==> src/rtl/pipeline_pkg.sv <==
// rtl/pipeline_pkg.sv - shared types and constants for the RV32I pipeline front end
package pipeline_pkg;

  localparam int PC_W = 32;
  localparam logic [PC_W-1:0] RESET_PC_DEFAULT = 32'h0000_0000;
  localparam logic [31:0] INST_NOP = 32'h0000_0013;

  typedef struct packed {
    logic [PC_W-1:0] pc;
    logic [31:0]     inst;
  } fetch_entry_t;

endpackage

==> src/rtl/fetch_queue.sv <==
// rtl/fetch_queue.sv - prefetch FIFO of {pc, inst} with flush; head is registered storage, never bypassed
module fetch_queue
  import pipeline_pkg::*;
#(
  parameter int DEPTH = 4,
  localparam int PW = $clog2(DEPTH),
  localparam int CW = PW + 1
) (
  input  logic         clock,
  input  logic         reset,
  input  logic         flush,
  input  logic         push,
  input  fetch_entry_t pushEntry,
  input  logic         pop,
  output fetch_entry_t head,
  output logic [CW-1:0] count
);

  fetch_entry_t mem [DEPTH];
  logic [PW-1:0] rdPtr;
  logic [PW-1:0] wrPtr;

  // Flush outranks push/pop so a redirect always leaves the queue empty.
  always_ff @(posedge clock or negedge reset) begin
    if (!reset) begin
      rdPtr <= '0;
      wrPtr <= '0;
      count <= '0;
    end else if (flush) begin
      rdPtr <= '0;
      wrPtr <= '0;
      count <= '0;
    end else begin
      if (push) wrPtr <= wrPtr + 1'b1;
      if (pop)  rdPtr <= rdPtr + 1'b1;
      case ({push, pop})
        2'b10:   count <= count + 1'b1;
        2'b01:   count <= count - 1'b1;
        default: count <= count;
      endcase
    end
  end

  always_ff @(posedge clock) begin
    if (push && !flush) mem[wrPtr] <= pushEntry;
  end

  assign head = mem[rdPtr];

endmodule

==> src/rtl/fetch_unit.sv <==
// rtl/fetch_unit.sv - IF stage: owns the PC, credit-limited imem reads, prefetch queue to IF/ID
module fetch_unit
  import pipeline_pkg::*;
#(
  parameter int DEPTH = 4,
  parameter int ADDR_W = PC_W,
  parameter logic [ADDR_W-1:0] RESET_PC = RESET_PC_DEFAULT,
  localparam int CW = $clog2(DEPTH) + 1
) (
  input  logic              clock,
  input  logic              reset,
  output logic              imem_req,
  output logic [ADDR_W-1:0] imem_addr,
  input  logic [31:0]       imem_rdata,
  input  logic              redirect,
  input  logic [ADDR_W-1:0] redirect_pc,
  output logic              out_valid,
  input  logic              out_ready,
  output logic [ADDR_W-1:0] out_pc,
  output logic [ADDR_W-1:0] out_pcAdd4,
  output logic [31:0]       out_inst,
  output logic [CW-1:0]     q_count
);

  localparam logic [CW:0] CAPACITY = (CW + 1)'(DEPTH);

  logic [ADDR_W-1:0] fetchPc;
  logic [ADDR_W-1:0] inflightPc;
  logic              inflight;
  logic              issue;
  logic              push;
  logic              pop;
  logic [CW:0]       used;
  logic [CW-1:0]     count;
  fetch_entry_t      headEntry;
  fetch_entry_t      pushEntry;

  // An outstanding read reserves a slot, so a returning word always has room.
  assign used      = {1'b0, count} + {{CW{1'b0}}, inflight};
  assign issue     = reset && !redirect && (used < CAPACITY);
  assign imem_req  = issue;
  assign imem_addr = fetchPc;

  assign push           = inflight && !redirect;
  assign pop            = out_valid && out_ready;
  assign pushEntry.pc   = inflightPc;
  assign pushEntry.inst = imem_rdata;
  assign q_count        = count;

  always_ff @(posedge clock or negedge reset) begin
    if (!reset) begin
      fetchPc    <= RESET_PC;
      inflight   <= 1'b0;
      inflightPc <= '0;
    end else if (redirect) begin
      fetchPc  <= redirect_pc & ~ADDR_W'(3);
      inflight <= 1'b0;
    end else begin
      inflight <= issue;
      if (issue) begin
        fetchPc    <= fetchPc + ADDR_W'(4);
        inflightPc <= fetchPc;
      end
    end
  end

  fetch_queue #(.DEPTH(DEPTH)) queue (
    .clock     (clock),
    .reset     (reset),
    .flush     (redirect),
    .push      (push),
    .pushEntry (pushEntry),
    .pop       (pop),
    .head      (headEntry),
    .count     (count)
  );

  always_comb begin
    out_valid  = (count != '0);
    out_pc     = '0;
    out_pcAdd4 = '0;
    out_inst   = '0;
    if (out_valid) begin
      out_pc     = headEntry.pc;
      out_pcAdd4 = headEntry.pc + ADDR_W'(4);
      out_inst   = headEntry.inst;
    end
  end

endmodule

==> config.mk <==
export PLATFORM = sky130hd
export DESIGN_NAME = fetch_unit
export DESIGN_NICKNAME = d
export VERILOG_FILES = /design/src/rtl/pipeline_pkg.sv /design/src/rtl/fetch_queue.sv /design/src/rtl/fetch_unit.sv
export SDC_FILE = /design/constraint.sdc
export NUM_CORES = 1
export LEC_CHECK = 0
export ABC_CLOCK_PERIOD_IN_PS = 8600
export CAP_MARGIN = 10
export CORE_UTILIZATION = 38
export CTS_BUF_LIST = sky130_fd_sc_hd__clkbuf_4 sky130_fd_sc_hd__clkbuf_8 sky130_fd_sc_hd__clkbuf_16
export DETAILED_ROUTE_END_ITERATION = 6
export HOLD_SLACK_MARGIN = 0.05
export SKIP_CTS_REPAIR_TIMING = 1
export SYNTH_ARGS = -nofsm -noshare
export SYNTH_HDL_FRONTEND = slang
export SYNTH_HIERARCHICAL = 1
export SYNTH_SLANG_ARGS = --single-unit
==> constraint.sdc <==
create_clock -name clock -period 8.6 [get_ports clock]
set_clock_uncertainty 0.15 [all_clocks]
set_input_delay 1.72 -clock clock [delete_from_list [all_inputs] [get_ports clock]]
set_output_delay 1.72 -clock clock [all_outputs]
set_load 0.01 [all_outputs]
After elaboration in Yosys (flattened, before gate mapping):

Memories as Yosys holds them, arrays and structs flattened.
Index checks and enable logic that the tools add are counted.

* flip-flop bits (word level): 72
* memory bits (writable): 256
* bits of input ports: 68
* output and inout port bits: 133
* word-level logic and storage cells: 44
* memories kept: 1

Memory list
* queue.mem: depth 4, width 64, rd ports 1, clocked after Yosys merged registers in 0, wr ports 1, line fetch_queue.sv:19 `fetch_entry_t mem [DEPTH];`

* add/sub/neg operators: 7
* order comparisons: 1
* equal/unequal tests: 2
* muxes and demuxes: 14
* bitwise logic cells: 1
* reductions and logical operators: 12

Operator list (count)
* $mux 32: 5
* $add 32x3->32 const B: 2
* $mux 2: 4
* $pmux 3 s2: 1
* $reduce_bool 2->1: 3
* $reduce_bool 3->1: 2
* $logic_and 1x1->1: 5
* $add 2x1->2 const B: 2
* $add 3x1->4: 1
* $lt 4x3->1 const B: 1
* $add 3x1->3 const B: 1
* $mux 1: 3
* $mux 3: 1
* $sub 3x1->3 const B: 1
* $eq 2x1->1 const B: 1
* $eq 2x2->1 const B: 1
* $reduce_and 2->1: 1
* $logic_not 1->1: 1
* $not 1->1: 1

Longest topological paths before layout:

* word-level depth: 5
* gate-level depth with buffers: 9
* mapped depth without buffers: 8

Hierarchy:

The synthesis kept the hierarchy.

By module, submodules not included
* fetch_queue: instances 1, cells each 375, area an instance 9656.8 sq um, sequential area each 7862.5 sq um
* fetch_unit: instances 1, cells each 536, area an instance 4136.5 sq um, sequential area each 1526.5 sq um

Worst setup path before layout:

Ideal clock, no wire load.

* path kind: input port to flip-flop
* start point: input redirect
* end point: memory queue/mem[0][0] (netlist name) (enable)
* library setup time: 0.429 ns
* arrival time: 4.119 ns
* required time: 8.021 ns
* path slack: 3.902 ns
* stages: 6
* buffers on the path: 3
* path through: clkbuf_1 > clkbuf_1 > nor2b_1 > buf_2 > nor2b_1 > and2_1

* longest elaborated chain between the ends: 5

RTL lines
* start, declared: line fetch_unit.sv:15 `input logic redirect,`
* $logic_not 1->1: line fetch_unit.sv:44 `assign push = inflight && !redirect;`
* $logic_and 1x1->1: line fetch_unit.sv:44
* net push: line fetch_unit.sv:31 `logic push;`
* $logic_and 1x1->1: line fetch_queue.sv:45 `if (push && !flush) mem[wrPtr] <= pushEntry;`
* $mux 1: line fetch_queue.sv:45
* $mux 1 (implied by the code): line fetch_queue.sv:45
* end, declared: line fetch_queue.sv:19

The timed path passes the listed nets, and every way through them passes these cells.

==> metrics.md <==
| Metric | Value |
|---|---|
| Clock share of power | `0.312` |
| Total GRT Usage | `0.168` |
| Max Cap Viol | `0` |
| Vias in the first global route | `8387` |
| Critical Path Source Type | `register` |
| Core footprint | `35700 um2` |
| Top-count cell post-synth | `edfxtp_1` |
| PwrDens | `roughly 280 nW/um2` |
| Sw frac | `0.286` |
| Synth cell count leaders | `edfxtp_1 (256), nand2_1 (138), and2_1 (70), dfrtp_1 (68), mux4_2 (64)` |
| Worst Max-Slew Pin Slew | `1.09 ns` |
| Critical Path RT | `~6.7 ns` |
| Internal power | `3.52 mW` |
| Root buffer cell | `clkbuf_16` |
| Crit-path max FO | `41` |
| Worst setup EP type | `output port` |
| Post-DR wirelength/cell | `19.3 um` |
| Cell Rows | `69` |
| Die ar. | `37100 um2` |
| Die Width | `roughly 190 um` |
| Dominant cells by area after synthesis | `edfxtp_1 (56%), dfrtp_1 (12%), mux4_2 (10%), nand2_1 (3.8%), and2_1 (3.2%)` |
| Hold crit path type | `reg -> reg` |
| Pleak | `6.09 nW` |
| Ratio of cells with drive above 1 in the final layout | `0.132` |
| HPWL after detailed placement | `19100 um` |
| Fin crit share | `0.705` |
| GPL Wtd Cong | `approximately 0.78` |
| Yosys reg bits | `324` |
| Synth Flop Type | `edfxtp_1` |
| Yosys top cell by area | `edfxtp_1` |
| Fin. Hold Viols | `0` |
| RSZ-0062 raised after global routing | `false` |
| Drt drc | `36` |
| TritonCTS clock tree | `yes` |
| Synthesized area | `13800 um2` |
| Seq/Total Area, Yosys | `0.681` |
| Insertion delay to the later sink of the worst-skew pair | `0.50 ns` |
| Total grt overflow | `0` |
| Via density | `5.15` |
| Failing checks | `design-rule violations` |
| Setup violations, final | `0` |
| Slew Viols, Final | `0` |
| Switching power | `1.41 mW` |
| Busiest grt layer | `met2` |
| Asr flop ratio synth | `0.210` |
| Post-DRT Antenna Nets | `0` |
| Data arrival, critical path | `approximately 4.2 ns` |
| Unique masters post-synth | `52` |
| Worst relative slew slack | `0.274` |
| Total routed wirelength | `30800 um` |
| Die Y-Extent | `193 um` |
| Outcome | `complete, but fails checks` |
| I/O Buffers | `196` |
| Combinational fraction of design power | `0.280` |
| Post-route cell area | `approximately 17000 um2` |
| Longest Clk Path Bufs | `3` |
| Met3 Use GR | `0.0335` |
| Ant diodes | `0` |
| Syn. warnings | `6` |
| Final min period | `6.07 ns` |
| Vias | `8226` |
| CTS buffer count | `36` |
| Initial antenna violation count | `0` |
| Max frequency | `165 MHz` |
| Starting DRT DRC Count | `about 450` |
| Worst-path clk slew | `0.06 ns` |
| Worst setup margin | `2.53 ns` |
| Cell count after synthesis | `911` |
| WS Path Type | `reg -> out` |
| TNS Setup | `0 ns` |
| Share of power burned in registers | `0.408` |
| First-pass GRT wire length | `roughly 48000 um` |
| Drt first pass iters | `7` |
| Cell Area, Placed | `16200 um2` |
| Maximum VDD drop | `0.131 mV` |
| Global Route met1 Usage | `0.236` |
| Pre-CTS setup slack | `2.79 ns` |
| Met2 Use GR | `0.267` |
| Post-synth top area share | `0.557` |
| Largest net degree at the start of global routing | `70` |
| I/O Pins | `201` |
| Clock Sinks | `324` |
| Number of synthesized flops with an enable pin | `256` |
| Area Growth Syn to Fin | `26.1%` |
| H-tree Lvls | `2` |
| Syn Area/Cell | `15.1 um2` |
| # nets final | `1187` |
| Initial Util | `0.387` |
layer usage:
layer  vias up  wire (um)
met2       269      14200
met5         -          0
met4         0        572
met1      4103      14000
met3        41       2070
li1       3813          -
power by group through the flow:
stage | Clock [mW] | Sequential [mW] | Combinational, mW
4_1_cts | 1.58 | 2.02 | 1.41
3_3_place_gp | 0 | 2.04 | 1.40
3_5_place_dp | 0 | 2.05 | 1.40
6_report | 1.54 | 2.01 | 1.38
2_1_floorplan | 0 | 1.98 | 0.710
5_1_grt | 1.64 | 2.04 | 1.50
state kept, by name, indices dropped and copies added, names as in the netlist:
name / flops
imem_addr: 30
queue/mem: 256
queue/rdPtr: 2
inflight: 1
queue/count: 3
queue/wrPtr: 2
inflightPc: 30
worst max-delay path, cell delays in order (launching register included):
cell             delay (ns)
dfrtp_4                0.79
buf_4                  0.78
mux4_2                 0.48
nand3_1                0.16
nor2_1                 0.38
nand4_1                0.21
xor2_1                 0.18
nor2_1                 0.10
clkdlybuf4s50_1        0.61
final cells by class:
cell class                      instances  area (um2)
Clock buffer                           48        1020
Clock inverter                         15         181
Fill cell                            3097       18300
Inverter                               11        41.3
Multi-Input combinational cell        535        4160
Sequential cell                       324        9390
Tap cell                              461         577
Timing Repair Buffer                  204        2020
worst paths after layout:
path	start	end	slack, ns	cells past startpoint
max	queue/rdPtr[0]	out_pcAdd4[31]	2.53	8
min	inflightPc[14]	queue/mem[1][46]	0.37	0
max reg2reg	queue/count[1]	queue/count[2]	5.21	9
min reg2reg	inflightPc[14]	queue/mem[1][46]	0.37	0
max in group asynchronous	reset	queue/rdPtr[0]	6.28	2
min in group asynchronous	reset	imem_addr[10]	1.34	2
kinds of logic (layout without fill, tap and decap cells):
family	count (synthesis)	count (layout)	synth area share
AND/OR/NAND/NOR	350	350	0.128
flip-flops	324	324	0.681
multiplexers	68	68	0.107
AO/OA/AOI/OAI	65	65	0.0326
buffers and inverters	61	278	0.0220
XOR/XNOR	35	35	0.0222
adder cells (fa/ha/maj)	7	7	0.00689
other	1	10	0.000272
through the flow:
step                utilization  total power, mW  instances  hold WS (ns)
finish                    0.488             4.93       1598         0.366
global route              0.488             5.18       1598         0.383
CTS                       0.488             5.00       1598         0.368
detailed placement        0.454             3.45       1535         0.358
global placement          0.454             3.44       1535         0.346
floorplan                     -             2.69        920         0.326
layout by cell type (no fill, tap or decap), drive strengths merged, types with 7 or more instances in the layout:
master and count:
inv 11, a31oi 7, xor2 25, dfrtp 68, clkbuf 48, clkinv 9
xnor2 10, nand2 138, edfxtp 256, nor3 11, nand4 21, clkdlybuf4s50 195
and2 71, nor2 54, buf 9, o21ai 22, mux4 64, conb 10
and3 12, nand3 24
(Power assumes the default switching activity.)
